`src/rtl/multicycle_control_fsm.sv`:
```
// ---------------------------------------------------------------------------
// multicycle_control_fsm
//
// Main control unit of the multi-cycle MIPS CPU. Steps each instruction
// through IF / ID / EXE / MEM / WB. Every datapath strobe is a
// combinational decode of the registered state, the opcode and the ALU
// flags. The only flop is the state register.
//
// Ports
//   CLK        in   system clock, rising edge
//   Reset      in   synchronous, active-low reset (forces state = IF)
//   opcode     in   instr[31:26] from the IR, stable from ID onward
//   zero       in   ALU result == 0 (used by beq/bne)
//   sign       in   ALU result bit 31 (no current instruction needs it)
//   PCWre      out  PC write enable, high in the last cycle of an instruction
//   IRWre      out  instruction register load (IF only)
//   InsMemRW   out  instruction memory read (IF only)
//   ExtSel     out  1 = sign-extend immediate, 0 = zero-extend
//   ALUSrcA    out  1 = shamt, 0 = rs
//   ALUSrcB    out  1 = extended immediate, 0 = rt
//   ALUOp      out  000 add, 001 sub, 010 and, 011 or, 100 signed slt
//   RegDst     out  00 $31, 01 rt, 10 rd (11 is never driven)
//   RegWre     out  register file write enable
//   WrRegDSrc  out  0 = PC+4 (jal), 1 = DB bus
//   mRD        out  data memory read
//   mWR        out  data memory write
//   DBDataSrc  out  0 = ALU result, 1 = memory data
//   PCSrc      out  00 PC+4, 01 branch target, 10 rs (jr), 11 jump target
//   state      out  current state, for debug
// ---------------------------------------------------------------------------
module multicycle_control_fsm #(
  parameter int OP_W = 6,
  parameter int ST_W = 3
) (
  input  logic            CLK,
  input  logic            Reset,
  input  logic [OP_W-1:0] opcode,
  input  logic            zero,
  input  logic            sign,
  output logic            PCWre,
  output logic            IRWre,
  output logic            InsMemRW,
  output logic            ExtSel,
  output logic            ALUSrcA,
  output logic            ALUSrcB,
  output logic [2:0]      ALUOp,
  output logic [1:0]      RegDst,
  output logic            RegWre,
  output logic            WrRegDSrc,
  output logic            mRD,
  output logic            mWR,
  output logic            DBDataSrc,
  output logic [1:0]      PCSrc,
  output logic [ST_W-1:0] state
);

  // State encoding
  localparam logic [ST_W-1:0] S_IF     = 3'b000;
  localparam logic [ST_W-1:0] S_ID     = 3'b001;
  localparam logic [ST_W-1:0] S_EXE_LS = 3'b010;
  localparam logic [ST_W-1:0] S_MEM    = 3'b011;
  localparam logic [ST_W-1:0] S_WB_LD  = 3'b100;
  localparam logic [ST_W-1:0] S_EXE_BR = 3'b101;
  localparam logic [ST_W-1:0] S_EXE_AL = 3'b110;
  localparam logic [ST_W-1:0] S_WB_AL  = 3'b111;

  // Opcodes
  localparam logic [OP_W-1:0] OP_ADD   = 6'b000000;
  localparam logic [OP_W-1:0] OP_SUB   = 6'b000001;
  localparam logic [OP_W-1:0] OP_AND   = 6'b010000;
  localparam logic [OP_W-1:0] OP_SLT   = 6'b100110;
  localparam logic [OP_W-1:0] OP_ADDIU = 6'b000010;
  localparam logic [OP_W-1:0] OP_ORI   = 6'b010010;
  localparam logic [OP_W-1:0] OP_SW    = 6'b110000;
  localparam logic [OP_W-1:0] OP_LW    = 6'b110001;
  localparam logic [OP_W-1:0] OP_BEQ   = 6'b110100;
  localparam logic [OP_W-1:0] OP_BNE   = 6'b110101;
  localparam logic [OP_W-1:0] OP_J     = 6'b111000;
  localparam logic [OP_W-1:0] OP_JAL   = 6'b111010;
  localparam logic [OP_W-1:0] OP_JR    = 6'b111001;
  localparam logic [OP_W-1:0] OP_HALT  = 6'b111111;

  logic [ST_W-1:0] state_q;
  logic [ST_W-1:0] state_d;

  // Opcode class decode
  logic is_rtype;
  logic is_itype;
  logic is_alu;
  logic is_sw;
  logic is_lw;
  logic is_br;
  logic is_j;
  logic is_jal;
  logic is_jr;
  logic is_halt;
  logic br_taken;
  logic [2:0] alu_op;

  // The sign flag belongs to the ALU flag bundle but no supported
  // instruction consumes it yet.
  logic sign_unused;
  assign sign_unused = sign;

  assign is_rtype = (opcode == OP_ADD) || (opcode == OP_SUB) ||
                    (opcode == OP_AND) || (opcode == OP_SLT);
  assign is_itype = (opcode == OP_ADDIU) || (opcode == OP_ORI);
  assign is_alu   = is_rtype || is_itype;
  assign is_sw    = (opcode == OP_SW);
  assign is_lw    = (opcode == OP_LW);
  assign is_br    = (opcode == OP_BEQ) || (opcode == OP_BNE);
  assign is_j     = (opcode == OP_J);
  assign is_jal   = (opcode == OP_JAL);
  assign is_jr    = (opcode == OP_JR);
  assign is_halt  = (opcode == OP_HALT);

  // beq branches on zero, bne on not-zero.
  assign br_taken = ((opcode == OP_BEQ) && zero) ||
                    ((opcode == OP_BNE) && !zero);

  // ALU function for the arithmetic/logic group; addiu reuses add.
  always_comb begin
    alu_op = 3'b000;
    case (opcode)
      OP_SUB:  alu_op = 3'b001;
      OP_AND:  alu_op = 3'b010;
      OP_ORI:  alu_op = 3'b011;
      OP_SLT:  alu_op = 3'b100;
      default: alu_op = 3'b000;
    endcase
  end

  // Next-state and output decode. PCWre is raised exactly in the cycle
  // whose successor is IF, so the PC advances once per instruction.
  always_comb begin
    state_d   = state_q;
    PCWre     = 1'b0;
    IRWre     = 1'b0;
    InsMemRW  = 1'b0;
    ExtSel    = 1'b0;
    ALUSrcA   = 1'b0;
    ALUSrcB   = 1'b0;
    ALUOp     = 3'b000;
    RegDst    = 2'b00;
    RegWre    = 1'b0;
    WrRegDSrc = 1'b0;
    mRD       = 1'b0;
    mWR       = 1'b0;
    DBDataSrc = 1'b0;
    PCSrc     = 2'b00;

    case (state_q)
      S_IF: begin
        InsMemRW = 1'b1;
        IRWre    = 1'b1;
        state_d  = S_ID;
      end

      S_ID: begin
        if (is_alu) begin
          state_d = S_EXE_AL;
        end else if (is_sw || is_lw) begin
          state_d = S_EXE_LS;
        end else if (is_br) begin
          state_d = S_EXE_BR;
        end else if (is_halt) begin
          // Halt parks in ID with every strobe low until Reset.
          state_d = S_ID;
        end else begin
          // j / jal / jr / undefined opcodes finish in ID.
          state_d = S_IF;
          PCWre   = 1'b1;
          if (is_j || is_jal) begin
            PCSrc = 2'b11;
          end else if (is_jr) begin
            PCSrc = 2'b10;
          end
          // jal links PC+4 into $31 (RegDst 00, WrRegDSrc 0).
          if (is_jal) begin
            RegWre = 1'b1;
          end
        end
      end

      S_EXE_AL: begin
        ALUOp   = alu_op;
        ALUSrcB = is_itype;
        ExtSel  = (opcode == OP_ADDIU);
        state_d = S_WB_AL;
      end

      S_WB_AL: begin
        ALUOp     = alu_op;
        ALUSrcB   = is_itype;
        RegWre    = 1'b1;
        WrRegDSrc = 1'b1;
        RegDst    = is_itype ? 2'b01 : 2'b10;
        PCWre     = 1'b1;
        state_d   = S_IF;
      end

      S_EXE_LS: begin
        ALUSrcB = 1'b1;
        ExtSel  = 1'b1;
        state_d = S_MEM;
      end

      S_MEM: begin
        // Address computation held stable while memory is accessed.
        ALUSrcB = 1'b1;
        ExtSel  = 1'b1;
        if (is_lw) begin
          mRD     = 1'b1;
          state_d = S_WB_LD;
        end else begin
          mWR     = is_sw;
          PCWre   = 1'b1;
          state_d = S_IF;
        end
      end

      S_WB_LD: begin
        mRD       = 1'b1;
        DBDataSrc = 1'b1;
        WrRegDSrc = 1'b1;
        RegWre    = 1'b1;
        RegDst    = 2'b01;
        PCWre     = 1'b1;
        state_d   = S_IF;
      end

      S_EXE_BR: begin
        ALUOp   = 3'b001;
        ExtSel  = 1'b1;
        PCWre   = 1'b1;
        PCSrc   = br_taken ? 2'b01 : 2'b00;
        state_d = S_IF;
      end

      default: begin
        state_d = S_IF;
      end
    endcase
  end

  always_ff @(posedge CLK) begin
    if (!Reset) begin
      state_q <= S_IF;
    end else begin
      state_q <= state_d;
    end
  end

  assign state = state_q;

endmodule
```
`config.mk`:
```
export PLATFORM = sky130hd
export DESIGN_NAME = multicycle_control_fsm
export DESIGN_NICKNAME = d
export VERILOG_FILES = /design/src/rtl/multicycle_control_fsm.sv
export SDC_FILE = /design/constraint.sdc
export NUM_CORES = 1
export LEC_CHECK = 0
export ABC_AREA = 1
export CORE_UTILIZATION = 36
export CTS_CLUSTER_DIAMETER = 100
export CTS_CLUSTER_SIZE = 14
export DETAILED_ROUTE_END_ITERATION = 8
export GPL_ROUTABILITY_DRIVEN = 1
export PLACE_DENSITY = 0.77
export SYNTH_ARGS = -nofsm -noshare
export SYNTH_HDL_FRONTEND = slang
export SYNTH_SLANG_ARGS = --single-unit
```
`constraint.sdc`:
```
create_clock -name CLK -period 1.4 [get_ports CLK]
set_input_delay 0.21 -clock CLK [delete_from_list [all_inputs] [get_ports CLK]]
set_output_delay 0.21 -clock CLK [all_outputs]
set_load 0.01 [all_outputs]
```
==> reports/metrics.csv <==
stage,metric,value,unit
global_route,grtUsageMet2,56.0,%
placed_design,hpwlAfterDp,1.42,mm
worst_setup_path,reg2reg_depth,7,
worst_setup_path,r2r-end,state[2]$_SDFF_PN0_,
global_route,grt_pass1_wl,3.61,mm
yosys,yosysMostFrequentCell,nand2_1,
routing,vias_per_cell,5.79,
worst_setup_path,crit_end,RegWre,
power,switching_share,38.7,%
clock_tree,path_clk_slew,0.04,ns
final_layout,syn2layout_area_growth,124,%
final_layout,utilization,88.9,%
routing,drc_errors,0,
routing,drt_wl_total,3.01,mm
global_route,grt_use_met3,5.56,%
placed_design,place.gp.congestion,0.836,
yosys,synth_area_leader_cell,nand2_1,
sta,slew_violations,0,
yosys,synth-simple-area-share,52.8,%
clock_tree,clk_path_buf_depth,2,
yosys,synth.cells.most_frequent,"23 x nand2_1, 16 x inv_1, 14 x nor2_1, 12 x nand3_1",
routing,vias,1025,
final_layout,drive_above_1_share,63.0,%
outcome,failed_checks,negative setup slack,
yosys,syn-cell-area,522,µm²
final_layout,largest_reg_flops,3,
die,die_x,40.1,µm
sta,grt_setup_unrepaired,yes,
global_route,antenna_found_initial,0,
yosys,seq_area_frac_synth,11.5,%
die,pin_count,31,
clock_tree,root_buffer,clkbuf_4,
worst_setup_path,setup.worst_path.end_class,primary output,
placed_design,dpl.cell_count,162,
placed_design,portBuffers,28,
worst_setup_path,start_kind,flop,
yosys,synthXorXnorAreaFrac,1.68,%
die,die_y,40.1,µm
die,dieArea,1610,µm²
yosys,netlist.area_leader.share,16.5,%
yosys,yosys_warnings,0,
worst_setup_path,critPathMaxFanout,7,
clock_tree,clk_latency,0.24,ns
global_route,grt_overflow,0,
yosys,synth_area_leaders,"nand2_1 17%, dfxtp_1 12%, nand3_1 12%",
worst_setup_path,rrSetupSlack,0.24,ns
die,design.core.area,1320,µm²
sta,setup_viol,13,
global_route,busiest_layer,met2,
sta,period_share,109,%
sta,min_period,1.53,ns
worst_setup_path,crit_start,state[0]$_SDFF_PN0_,
power,finalPower,483,µW
die,start_util,39.6,%
outcome,status,"complete, but fails checks",
run,drv_cap,0,
clock_tree,tritoncts,done,
final_layout,final_cells,177,
yosys,synthesis.instances,97,
routing,drt_iter0_markers,80,
global_route,grt_usage,33.0,%
yosys,ys.flop_type,dfxtp_1,
power,seqPwrFrac,21.5,%
global_route,met1_usage,40.3,%
yosys,synth_compound_area_share,16.1,%
routing,dr.pass1.iters,5,
power,p_leak,0.659,nW
power,intPower,296,µW
worst_setup_path,crit_arrival,1.32,ns
yosys,synth_top_family_by_area,simple AND/OR/NAND/NOR gates,
power,power_frac_clock,32.3,%
clock_tree,htreeDepth,1,
sta,hold_violations,0,
sta,fmax,655,MHz
die,std_cell_rows,13,
placed_design,post-place-ws,-0.743,ns
final_layout,nets,173,
yosys,synth_mux_area_share,0,%
routing,wl_per_cell,17.0,µm
power,ir_drop,0.000420,V
clock_tree,cts_buffers,3,
global_route,grt_max_degree,9,
worst_setup_path,timing.rr.start,state[0]$_SDFF_PN0_,
min_path,min_path_type,primary input to flop,
sta,setup_tns,-0.606,ns
yosys,yosysUniqueCellTypes,23,
worst_setup_path,cp.required,1.19,ns
yosys,async_flop_share,0,%
sta,setup_ws,-0.126,ns
clock_tree,ctsHoldBuffers,0,
power,combPwrFrac,46.2,%
yosys,synthesis.nets,107,
final_layout,diodes,0,
sta,skew,0.00672,ns
yosys,synth-seq-cells,3,
yosys,synth_fa_ha_area_share,0,%
routing,final_antenna_net_count,0,
power,p_per_area,412,nW/µm²
yosys,synth-edff-count,0,
power,p_sw,187,µW
global_route,first_global_vias,823,
clock_tree,cts.sinks,3,
worst_setup_path,path_class,flop to primary output,
yosys,syn_area_per_cell,5.38,µm²
-- power groups by stage --
stage          Sequential (mW)  Clock [mW]  Combinational (mW)
2_1_floorplan            0.100           0              0.0816
3_3_place_gp            0.0986           0               0.189
3_5_place_dp            0.0991           0               0.192
4_1_cts                 0.0987       0.154               0.199
5_1_grt                  0.104       0.167               0.236
6_report                 0.104       0.156               0.223
-- metrics by stage --
step | instance area [µm²] | hold slack (ns)
floorplan | 522 | 0.336
global placement | 986 | 0.609
detailed placement | 986 | 0.614
CTS | 1080 | 0.556
global route | 1170 | 0.532
finish | 1170 | 0.487
-- worst min-delay path by stage --
stage,from,endpoint,depth (start not counted)
CTS,Reset,state[0]$_SDFF_PN0_,3
global placement,state[0]$_SDFF_PN0_,state[0]$_SDFF_PN0_,3
floorplan,Reset,state[0]$_SDFF_PN0_,2
detailed placement,state[0]$_SDFF_PN0_,state[0]$_SDFF_PN0_,3
global route,opcode[2],state[2]$_SDFF_PN0_,6
finish,opcode[2],state[2]$_SDFF_PN0_,6
-- cell type report --
class | instances | area (µm²)
inverter | 18 | 75.1
multi-input combinational | 73 | 497
sequential | 3 | 71.3
fill | 57 | 146
timing repair buffer | 64 | 483
clock buffer | 4 | 26.3
tap | 15 | 18.8
-- layout by cell type (no fill, tap or decap) --
master | Yosys | routed
o31ai_1 | 1 | 1
nor2_4 | 2 | 7
nor3_2 | 0 | 3
buf_4 | 3 | 29
nor2_1 | 14 | 9
buf_2 | 0 | 15
nor2_2 | 1 | 1
o2111a_1 | 1 | 1
clkdlybuf4s50_1 | 0 | 2
inv_2 | 2 | 6
nand3_2 | 2 | 3
clkbuf_1 | 0 | 1
xnor2_1 | 1 | 1
buf_6 | 0 | 11
dfxtp_4 | 0 | 3
nand2_1 | 23 | 14
nand2_2 | 1 | 5
o22ai_1 | 1 | 1
nand2_4 | 0 | 5
clkbuf_2 | 0 | 4
inv_4 | 0 | 1
o21ai_0 | 2 | 1
o221ai_1 | 1 | 1
clkbuf_4 | 0 | 3
nand4_1 | 1 | 1
o21bai_1 | 1 | 1
dlygate4sd2_1 | 0 | 3
o21ai_2 | 0 | 1
a21oi_2 | 2 | 3
nand3_4 | 0 | 1
conb_1 | 1 | 1
inv_1 | 16 | 10
inv_6 | 0 | 1
a21oi_1 | 3 | 2
nand3_1 | 12 | 10
-- cells by family (layout without fill, tap and decap cells) --
kind of cell / after synthesis / after routing
buffers and inverters: 21 / 86
flip-flops: 3 / 3
AO/OA/AOI/OAI: 12 / 12
other: 1 / 1
XOR/XNOR: 1 / 1
AND/OR/NAND/NOR: 59 / 59
-- worst max-delay path, cell delays in order, from the launching register on --
cell      delay (ns)
dfxtp_4         0.44
nand2_4         0.08
nor2_4          0.12
nand4_1         0.13
o21bai_1        0.16
buf_2           0.15
-- timing repair --
action / CTS / global route
pin swaps: 14 / 13
endpoints found under the setup margin: 20 / 17
resized for setup: 108 / 44
buffers inserted: 9 / 2
-- routing by layer --
| layer | share of wire, % | routed length, µm |
|---|---|---|
| met1 | 37 | 1120 |
| met3 | 9.2 | 277 |
| met2 | 48 | 1430 |
| met4 | 6.0 | 179 |
| met5 | 0 | 0 |
No activity file was read; power rests on OpenSTA's default activity.
==> edit: new RTL, same settings <==
Change the parameter `ST_W` from 3 to 6.
--- a/src/rtl/multicycle_control_fsm.sv
+++ b/src/rtl/multicycle_control_fsm.sv
@@ -30,7 +30,7 @@
 // ---------------------------------------------------------------------------
 module multicycle_control_fsm #(
   parameter int OP_W = 6,
-  parameter int ST_W = 3
+  parameter int ST_W = 6
 ) (
   input  logic            CLK,
   input  logic            Reset,
Ports: changed (resized state); port bits go from 31 to 34. No check against the original RTL was run, so the function may have changed too.
==> edit against the unedited design <==
  * The flow still finishes with violations (negative setup slack)
  * Power fell by 0.95%
  * Sequential cell count unchanged
  * Synthesized area is 11% higher
  * Synthesized cell count grew 9.3%
  * Worst setup slack got worse by 0.019 ns
  * Design area down 0.96%
  * Clock power decreased by 3%
  * Clock skew about the same
  * Wire length fell by 14%
  * Largest power group unchanged
  * Core utilization shrank 12 points
  * Highest routed layer unchanged
  * Worst hold slack improved by 0.097 ns
  * Global-route usage shrank 1.9 points
  * Maximum frequency is 1.2% lower
  * Count of clock-buffer cells in the layout is the same
==> edit: results (changes against the unedited design) <==
Commonest cells post-synth nand2_1 (23), nor2_1 (14), inv_2 (13), nand3_1 (9), inv_1 (7); drt first pass iters 4 (-1); outcome complete, but fails checks; final-report setup violation count 11 (-2); Setup WS post-layout -0.1449 ns (-0.01868 ns); CP arrival 1.33 ns; largest net degree at the start of global routing 8 (-1); Worst Path Max Fanout 5 (-2); crit-path leading delay family simple AND/OR/NAND/NOR gates; crit-path max cell delay 0.39 ns (-0.05 ns); clock skew 0.006934 ns (+0.0002180 ns); YS warnings 0 (unchanged); final net count 183 (+5.8%); share of cells above drive strength 1 63.37% (+0.41 points); Seq/Total Area, Yosys 10.34% (-1.2 points); root buf cell clkbuf_4; ys async rst share 0% (unchanged); number of DRC markers in iteration 0 48 (-40%); violations in the final reports negative setup slack; HPWL Detailed 1.499 mm (+5.7%); top-area cell type share of the netlist area 14.87% (-1.7 points); CTS H-tree depth 1 (unchanged); initial antenna violation count 0 (unchanged); vias in the first global route 901 (+9.5%); VDD IR max 0.6335 mV (+51%); Worst-Skew Late Latency 0.23 ns; clock buffer depth 2 (unchanged); first-pass GRT wire length 4.291 mm (+19%); NetSw 176.3 µW (-5.6%); LEAKAGE 0.0006322 µW (-4.1%); clock slew at reported path FFs 0.04 ns (about the same); RePlAce Congestion 0.9570 (+15%); drt total wl 2.573 mm (-14%); Global Route Usage Sum 31.05% (-1.9 points); top_reg_cell synth dfxtp_1; CTS Buf Count 3 (unchanged); Via-to-Cell Ratio 5.223 (-9.8%); Synth area leaders nand2_1 (15%), dfxtp_1 (10%), nor2_1 (9.1%); max reg flops 3 (unchanged)
edit: layer usage:
layer | vias to the layer above | part of all wire (%) | GRT usage, %
met5 | - | 0 | 0
met3 | 8 | 6.3 | 3.017
met2 | 53 | 51 | 53.44
li1 | 467 | - | -
met4 | 0 | 1.3 | 8.750
met1 | 454 | 41 | 41.10
edit: kinds of logic (layout without fill, tap and decap cells):
group / Yosys count / in the layout / share of synthesized area, %
buf+inv: 26 / 89 / 20.26
flops: 3 / 3 / 10.35
other cells: 1 / 4 / 0.6459
simple gates: 66 / 66 / 57.54
compound gates: 10 / 10 / 11.21
edit: final timing paths:
path | startpoint | to | slack (ns) | depth (start not counted)
hold reg to reg | state[2]$_SDFF_PN0_ | state[0]$_SDFF_PN0_ | 0.62 | 3
setup reg to reg | state[2]$_SDFF_PN0_ | state[2]$_SDFF_PN0_ | 0.20 | 7
setup / recovery | state[1]$_SDFF_PN0_ | ALUOp[1] | -0.14 | 7
hold / removal | Reset | state[2]$_SDFF_PN0_ | 0.58 | 3
edit: area by class of cell:
type,instances,area (µm²)
Multi-Input combinational cell,80,499.2
Timing Repair Buffer,65,462.9
Fill cell,102,346.6
Inverter,20,82.58
Sequential cell,3,68.82
Clock buffer,4,26.28
Tap cell,16,20.02
edit: per-stage QoR:
| stage | setup TNS [ns] | area, µm² | setup slack (ns) | instances | hold WS (ns) |
|---|---|---|---|---|---|
| final | -1.010 | 1160 | -0.1449 | 188 | 0.5838 |
| after global routing | -1.876 | 1160 | -0.2177 | 188 | 0.6143 |
| after CTS | -0.4426 | 1166 | -0.1061 | 186 | 0.5781 |
| after detailed placement | -10.21 | 1067 | -0.7411 | 176 | 0.5914 |
| after global placement | -9.741 | 1067 | -0.7302 | 176 | 0.5701 |
| after floorplan | 0 | 591.8 | 0.005192 | 109 | 0.3675 |
edit: what timing repair did:
action                     in CTS  in global routing
resized for setup             109                 13
setup endpoints to repair      20                 17
hold buffers                    0                  0
hold endpoints to repair        0                  0
pin swaps                      12                  3
buffers inserted                6                  2
edit: power groups by stage:
stage	clock network [µW]	logic, µW	registers [µW]
4_1_cts	154	220	96.6
3_3_place_gp	0	202	96.0
3_5_place_dp	0	205	96.4
6_report	152	229	97.7
5_1_grt	161	245	98.8
2_1_floorplan	0	92.4	98.0
edit: tightest hold or removal path, delay by kind of cell:
kind | cells | cell delay, ns
buffers and inverters | 2 | 0.52
AO/OA/AOI/OAI | 1 | 0.04
